$ cat src/rtl/timer_cnt_cmp.sv
// Prescaled up/down timer counter with word-writable counter/compare registers and sticky match flags.
// Optional macro TMR_AUTORELOAD_EN: counter reloads from cmp[0] instead of free-running wrap.

module tmr_cmp_ch #(
    parameter int CNT_W  = 64,
    parameter int DATA_W = 32,
    parameter int NW     = 2
) (
    input  logic              sys_clk,
    input  logic              sys_rst_n,
    input  logic [NW-1:0]     wr_word,
    input  logic [DATA_W-1:0] wr_data,
    input  logic              step,
    input  logic [CNT_W-1:0]  cnt_next,
    input  logic              flag_clr,
    output logic [CNT_W-1:0]  cmp,
    output logic              flag
);
    always_ff @(posedge sys_clk or negedge sys_rst_n) begin
        if (!sys_rst_n) begin
            cmp  <= '1;
            flag <= 1'b0;
        end else begin
            for (int k = 0; k < NW; k++)
                if (wr_word[k]) cmp[k*DATA_W +: DATA_W] <= wr_data;
            // a match in the same cycle as a clear keeps the flag set
            if (step && cnt_next == cmp) flag <= 1'b1;
            else if (flag_clr)           flag <= 1'b0;
        end
    end
endmodule

module timer_cnt_cmp #(
    parameter int CNT_W   = 64,
    parameter int DATA_W  = 32,
    parameter int NUM_CMP = 2,
    parameter int IDX_W   = 5
) (
    input  logic                     sys_clk,
    input  logic                     sys_rst_n,
    input  logic                     cnt_en,
    input  logic                     cnt_clr,
    input  logic                     cnt_dir,
    input  logic                     div_en,
    input  logic [7:0]               div_val,
    input  logic                     halt_req,
    output logic                     halt_ack,
    input  logic                     wr_en,
    input  logic [IDX_W-1:0]         wr_idx,
    input  logic [DATA_W-1:0]        wr_data,
    input  logic [NUM_CMP-1:0]       int_mask,
    input  logic [NUM_CMP-1:0]       int_clr,
    output logic [CNT_W-1:0]         cnt,
    output logic [NUM_CMP*CNT_W-1:0] cmp_flat,
    output logic [NUM_CMP-1:0]       int_flag,
    output logic                     ovf_flag,
    output logic                     irq
);
    localparam int NW = CNT_W / DATA_W;
    localparam logic [CNT_W-1:0] ONE = CNT_W'(1);

    logic [NUM_CMP-1:0][CNT_W-1:0] cmp_q;
    logic [7:0]       div_cnt;
    logic             active, tick, cnt_wr, step, wrap, reload;
    logic [CNT_W-1:0] cnt_step;

    always_comb begin
        active = cnt_en & ~halt_ack;
        tick   = div_en ? (active && div_cnt == div_val) : active;
        cnt_wr = wr_en && (wr_idx < IDX_W'(NW));
        step   = tick & ~cnt_clr & ~cnt_wr;
`ifdef TMR_AUTORELOAD_EN
        reload = cnt_dir ? (cnt == '0) : (cnt == cmp_q[0]);
`else
        reload = 1'b0;
`endif
        wrap     = 1'b0;
        cnt_step = cnt;
        if (reload) begin
            cnt_step = cnt_dir ? cmp_q[0] : '0;
        end else if (cnt_dir) begin
            cnt_step = cnt - ONE;
            wrap     = (cnt == '0);
        end else begin
            cnt_step = cnt + ONE;
            wrap     = &cnt;
        end
    end

    always_ff @(posedge sys_clk or negedge sys_rst_n) begin
        if (!sys_rst_n) begin
            halt_ack <= 1'b0;
            div_cnt  <= '0;
            cnt      <= '0;
            ovf_flag <= 1'b0;
        end else begin
            halt_ack <= halt_req;

            if (cnt_clr || !cnt_en)   div_cnt <= '0;
            else if (halt_ack)        div_cnt <= div_cnt;
            else if (!div_en || tick) div_cnt <= '0;
            else                      div_cnt <= div_cnt + 8'd1;

            if (cnt_clr) begin
                cnt      <= '0;
                ovf_flag <= 1'b0;
            end else if (cnt_wr) begin
                for (int k = 0; k < NW; k++)
                    if (wr_idx == IDX_W'(k)) cnt[k*DATA_W +: DATA_W] <= wr_data;
            end else if (step) begin
                cnt <= cnt_step;
                if (wrap) ovf_flag <= 1'b1;
            end
        end
    end

    for (genvar i = 0; i < NUM_CMP; i++) begin : g_ch
        logic [NW-1:0] wr_word;
        for (genvar k = 0; k < NW; k++) begin : g_w
            assign wr_word[k] = wr_en && (wr_idx == IDX_W'(NW*(1+i)+k));
        end
        tmr_cmp_ch #(.CNT_W(CNT_W), .DATA_W(DATA_W), .NW(NW)) u_ch (
            .sys_clk  (sys_clk),
            .sys_rst_n(sys_rst_n),
            .wr_word  (wr_word),
            .wr_data  (wr_data),
            .step     (step),
            .cnt_next (cnt_step),
            .flag_clr (int_clr[i]),
            .cmp      (cmp_q[i]),
            .flag     (int_flag[i])
        );
    end

    assign cmp_flat = cmp_q;
    assign irq      = |(int_flag & int_mask);
endmodule

$ cat config.mk
export PLATFORM = sky130hd
export DESIGN_NAME = timer_cnt_cmp
export DESIGN_NICKNAME = d
export VERILOG_FILES = /design/src/rtl/timer_cnt_cmp.sv
export SDC_FILE = /design/constraint.sdc
export NUM_CORES = 1
export LEC_CHECK = 0
export ABC_AREA = 1
export CORE_MARGIN = 1.5
export CORE_UTILIZATION = 25
export CTS_CLUSTER_DIAMETER = 60
export DETAILED_ROUTE_END_ITERATION = 8
export DONT_BUFFER_PORTS = 1
export GPL_TIMING_DRIVEN = 0
export SYNTH_ARGS = -nofsm -noshare
export SYNTH_HDL_FRONTEND = slang
export SYNTH_HIERARCHICAL = 1
export SYNTH_SLANG_ARGS = --single-unit
export TNS_END_PERCENT = 1
$ cat constraint.sdc
create_clock -name sys_clk -period 4.2 [get_ports sys_clk]
set_input_delay 0.63 -clock sys_clk [delete_from_list [all_inputs] [get_ports sys_clk]]
set_output_delay 0.63 -clock sys_clk [all_outputs]
set_load 0.01 [all_outputs]
# --- Word level (Yosys, flattened, before mapping) ---
# Cells that the tools add are included.
totals:
  input_bits: 57
  reg_bits: 204
op_classes:
  mux: 19
  reduce_logical: 24
  bitwise: 7
  n_eq_ne: 12
  order_cmp: 1
  add_sub_neg: 3
ops:
  columns: ["cell", "count"]
  rows:
  - ["two-way mux 64 bit", 4]
  - ["equality test 64 bit", 2]
  - ["adder 64 x 1 -> 64 bit, second input constant", 1]
  - ["zero test 64 bit", 1]
  - ["two-way mux 32 bit", 2]
  - ["AND reduction 64 bit", 1]
  - ["subtractor 64 x 1 -> 64 bit, second input constant", 1]
  - ["two-way mux 8 bit", 3]
  - ["equality test 5 x 2 -> 1 bit, second input constant", 2]
  - ["equality test 5 x 3 -> 1 bit, second input constant", 2]
  - ["two-way mux 1 bit", 10]
  - ["adder 8 x 1 -> 8 bit, second input constant", 1]
  - ["equality test 8 bit", 1]
  - ["logical AND 1 bit", 8]
  - ["nonzero test 2 bit", 4]
  - ["inequality test 3 x 2 -> 1 bit, second input constant", 2]
  - ["equality test 5 x 1 -> 1 bit, second input constant", 1]
  - ["zero test 5 bit", 1]
  - ["less-than comparator 5 x 2 -> 1 bit, second input constant", 1]
  - ["AND reduction 2 bit", 2]
  - ["bitwise AND 1 bit", 3]
  - ["NOT 1 bit", 3]
  - ["AND reduction 3 bit", 1]
  - ["nonzero test 3 bit", 1]
  - ["6 further kinds", 8]

# --- Longest topological paths before layout ---
# Gate-level depths: netlist (run 1).
depth:
  depth_word: 9
  ltp_mapped: 25

# --- Hierarchy ---
# Netlist (run 1), hierarchy kept.
by_module_without_submodules:
  columns: ["module", "area_each_um2", "n_inst", "cells_each"]
  rows:
  - ["timer_cnt_cmp", 10186.0, 1, 1916]
  - ["tmr_cmp_ch", 3599.7, 2, 481]

# --- Worst setup path before layout (run 1) ---
# No wires, ideal clock.
synth_timing:
  kind: "input to register"
  start: "in cnt_dir"
  end: "reg g_ch[0].u_ch.flag"
  path_stages: 22
  path_slack_ns: 1.479
  required_ns: 4.135
  arrival_ns: 2.656
  path_cell_list: "inv_1 -> fa_1 -> inv_1 -> nand3_1 -> nand2_2 -> nand2_1 -> nand2_2 -> nand2_1 -> nand2_1 -> nand2_1 -> nand2_2 -> nand2_1 -> nand2_1 -> nand2_1 -> and2_1 -> xnor2_1 -> nand3_1 -> nor2_1 -> nand2_1 -> nor2_2 -> nand3_1 -> nand2_1"
synth_between:
  elab_chain_cells: 4
  elab_cells_between_ends: 5
synth_rtl:
  columns: ["item", "line_no", "source"]
  rows:
  - ["from (decl)", "43", "input logic cnt_dir,"]
  - ["two-way mux 64 bit *", "81", "end else if (cnt_dir) begin"]
  - ["net cnt_step[62]", "65", "logic [CNT_W-1:0] cnt_step;"]
  - ["equality test 64 bit *", "27", "if (step && cnt_next == cmp) flag <= 1'b1;"]
  - ["logical AND 1 bit *", "27", null]
  - ["two-way mux 1 bit or nonzero test 2 bit (tied branches)", null, null]
  - ["to (signal assigned)", "22", "flag <= 1'b0;"]
  - ["to (signal assigned)", "27", null]
  - ["to (signal assigned)", "28", "else if (flag_clr) flag <= 1'b0;"]
  - ["to (decl)", "17", "output logic flag"]
# Mark *: on every way through the listed nets, which the timed path passes. The rest lies on a longest branch.
# A chain may end at the register's enable or synchronous reset.

# --- Final worst setup path (run 1) ---
layout_timing:
  start: "reg cnt[0]"
  end: "reg g_ch[0].u_ch.flag"
layout_between:
  elab_chain_cells: 5
  elab_cells_between_ends: 7
layout_rtl:
  columns: ["item", "line_no", "source"]
  rows:
  - ["from (decl)", "53", "output logic [CNT_W-1:0] cnt,"]
  - ["from (signal, indexed assignment)", "109", "if (wr_idx == IDX_W'(k)) cnt[k*DATA_W +: DATA_W] <= wr_data;"]
  - ["from (signal assigned)", "111", "cnt <= cnt_step;"]
  - ["adder 64 x 1 -> 64 bit or subtractor 64 x 1 -> 64 bit (tied branches)", "85, 82", null]
  - ["two-way mux 64 bit *", "81", null]
  - ["net cnt_step[0]", "65", null]
  - ["equality test 64 bit *", "27", null]
  - ["logical AND 1 bit *", "27", null]
  - ["two-way mux 1 bit or nonzero test 2 bit (tied branches)", null, null]
# Marked as above.

==> results of run 1 <==
## state kept, by name, indices dropped and copies added (netlist names)
| register | cells |
|---|---|
| g_ch.u_ch/cmp | 128 |
| halt_ack | 1 |
| g_ch.u_ch/flag | 2 |
| cnt | 64 |
| div_cnt | 8 |
| ovf_flag | 1 |
## power by group
group | switching (mW) | internal (mW) | leakage [nW] | total [mW]
logic | 2.43 | 1.14 | 7.96 | 3.57
registers | 0.809 | 2.56 | 2.36 | 3.37
clock network | 0.952 | 1.39 | 0.454 | 2.35
## through the flow
stage	power [mW]	worst slack, ns	instances	util [%]
global placement	6.88	0.512	3809	27.0
floorplan	5.52	1.48	2878	-
CTS	9.28	0.493	3859	28.3
global route	9.85	0.216	3860	28.3
finish	9.29	0.393	3861	28.3
detailed placement	6.90	0.518	3809	27.0
## metal layers
metal,global-route usage (%),up-vias,share of wire [%]
met5,0,-,0
met3,6.51,116,11
met1,27.1,8334,41
li1,-,8721,-
met2,34.6,727,45
met4,6.91,0,3.6
## cell type report
cell class / instances / area [um^2] / area share, %
multi-input combinational: 2064 / 9780 / 50.2
sequential: 204 / 5270 / 27.0
inverter: 565 / 2120 / 10.9
tap: 931 / 1160 / 5.98
clock buffer: 41 / 843 / 4.33
buffer: 45 / 219 / 1.12
clock inverter: 9 / 67.6 / 0.347
antenna: 2 / 5.00 / 0.0257
## logic make-up after synthesis
family | synth area share [%]
simple gates | 40.0
buf+inv | 13.5
flops | 30.3
compound gates | 5.28
xor+xnor | 3.90
fa+ha+maj | 4.65
mux | 2.39
## worst max-delay path, stage by stage, from the launching register on
cell	delay (ns)
dfrtp_1	0.54
inv_1	0.26
fa_1	0.49
inv_1	0.09
nand3_1	0.09
nand2_2	0.13
nand3_1	0.08
nand3_1	0.20
nand2_1	0.08
nand2_1	0.20
nand2_1	0.12
nand3_1	0.10
and2_1	0.26
inv_1	0.06
nand2_1	0.06
nand2_1	0.05
nor2_1	0.18
nand2_1	0.10
nor2_1	0.10
nand2_1	0.12
nor2_2	0.18
nand3_1	0.15
nand2_1	0.10
## placed cells by master, fill, tap and decap left out, types with 19 or more instances in the layout
| cell | instances |
|---|---|
| nand2_1 | 1285 |
| inv_1 | 544 |
| nor2_1 | 173 |
| dfstp_2 | 128 |
| o21ai_0 | 104 |
| nand3_1 | 88 |
| dfrtp_1 | 76 |
| ha_1 | 63 |
| a21oi_1 | 55 |
| xnor2_1 | 44 |
| and2_1 | 32 |
| nand4_1 | 31 |
| clkbuf_16 | 31 |
| xor2_1 | 26 |
| buf_2 | 25 |
| mux2_2 | 24 |
| inv_2 | 21 |
| nor3_1 | 20 |
| nand2_2 | 19 |
## path summary, 6_finish.rpt
| kind | from | end | slack, ns | cells after the start |
|---|---|---|---|---|
| setup / recovery | cnt[0]$_DFFE_PN0P_ | g_ch[0].u_ch/flag$_DFFE_PN0P_ | 0.39 | 22 |
| hold / removal | sys_rst_n | g_ch[0].u_ch/flag$_DFFE_PN0P_ | -0.22 | 0 |
| setup reg to reg | cnt[0]$_DFFE_PN0P_ | g_ch[0].u_ch/flag$_DFFE_PN0P_ | 0.39 | 22 |
| hold reg to reg | g_ch[1].u_ch/cmp[58]$_DFFE_PN1P_ | g_ch[1].u_ch/cmp[58]$_DFFE_PN1P_ | 0.53 | 2 |
| max in group asynchronous | sys_rst_n | g_ch[1].u_ch/cmp[19]$_DFFE_PN1P_ | 4.13 | 0 |
| min in group sys_clk | halt_req | halt_ack$_DFF_PN0_ | 0.09 | 0 |
==> impl_metrics.tcl, run 1 <==
set metrics [dict create \
    yosys_register_bits 204 \
    ctsResizeCount 0 \
    fin_crit_ns 3.81 \
    dpl.hpwl_um 64600 \
    cts_setup_buffers 0 \
    syn_nets 2999 \
    syn_inst 2878 \
    worstSetupPathType "flop to flop" \
    ys_types 41 \
    grt_pass1_vias 16600 \
    cts_tree "yes" \
    startpoint_type "flop" \
    setup_viol_count_final 0 \
    core_mm2 0.0687 \
    cts_buffers 27 \
    rows 96 \
    gp_congestion 1.04 \
    max_slew_margin_pct 42.5 \
    grt_overflow 0 \
    vdd_drop_max_uv 363 \
    power_leakage_nw 10.8 \
    failed_checks "negative hold slack" \
    syn2layout_area_growth_pct 12.0 \
    wl_per_cell_um 20.0 \
    yosysWarnings 6 \
    ys.flop_type "dfstp_2" \
    hold_class "input pin to async pin" \
    port_buffers 0 \
    clkLatencyLatePin_ns 0.58 \
    nets 3028 \
    final-hold-violation-count 141 \
    tns_ns 0 \
    ys_top_cells_by_count "nand2_1 (1285), inv_1 (544), nor2_1 (173)" \
    worstPathMaxFanout 6 \
    synthTopCellsByArea "nand2_1 (28%), dfstp_2 (19%), inv_1 (12%)" \
    synth_edf_count 0 \
    drt_iter0_drc 1544 \
    avgSynthCellArea_um2 6.04 \
    drive_gt1_share_pct 10.2 \
    finalMaxSlewViolations 0 \
    cts_root_buf "clkbuf_16" \
    grt_antenna_before_repair 2 \
    viasPerCell 4.64 \
    rsz0062_at_grt "no" \
    clk_path_buf_depth 3 \
    maxCapViolations 0 \
    p_per_area_mw_per_mm2 477 \
    drtAntennaViolNets 0 \
    synth_top_area_share_pct 27.7 \
    start_util_pct 25.3 \
    grt_first_pass_wirelength_um 112000 \
    wl_um 77300 \
    die_y_um 267 \
    cp.required_ns 4.71 \
    clock-sinks 204 \
    firstDrtPassIters 9 \
    ys_async_sr_fraction_pct 100 \
    placed_area_mm2 0.0186 \
    fillerInstances 7817 \
    vias 17900 \
    max_freq_mhz 263 \
    crit_path_end_kind "flop" \
    track_usage_pct 21.4 \
    hold_ws_ns -0.224 \
    synth_area_leader_cell "nand2_1" \
    path_clk_slew_ns 0.06 \
    die_area_mm2 0.0711 \
    crit_arrival_ns 4.31 \
    tightest_slew_ns 0.863 \
    grt_max_degree 205 \
    drc 0 \
    skew_ns 0.0236 \
    htree_levels 1 \
    fp.dieW_um 267 \
    fin_area_mm2 0.0195 \
    io-pin-count 254 \
    status "finished with violations" \
    yosysMostFrequentCell "nand2_1" \
    synth_seq_area_share_pct 30.3 \
    finalCritPeriodShare_pct 90.6 \
    syn_area_mm2 0.0174 \
]
(Power assumes the default switching activity.)
==> run 2, diff against run 1 <==
clock period = 4.1 ns   (was 4.2 ns; I/O delays follow)
==> results of run 2 <==
Same layout as run 1 (identical final DEF). Status: finished with violations: negative hold slack.
Among the figures that moved: setup slack after placement 0.518 ns -> 0.418 ns; setup slack after layout 0.393 ns -> 0.293 ns; hold slack -0.224 ns -> -0.239 ns; number of hold violations in the final report 141 -> 156; register-to-register setup slack 0.39 ns -> 0.29 ns; total power 9.29 mW -> 9.51 mW; worst IR drop on VDD 363 uV -> 371 uV
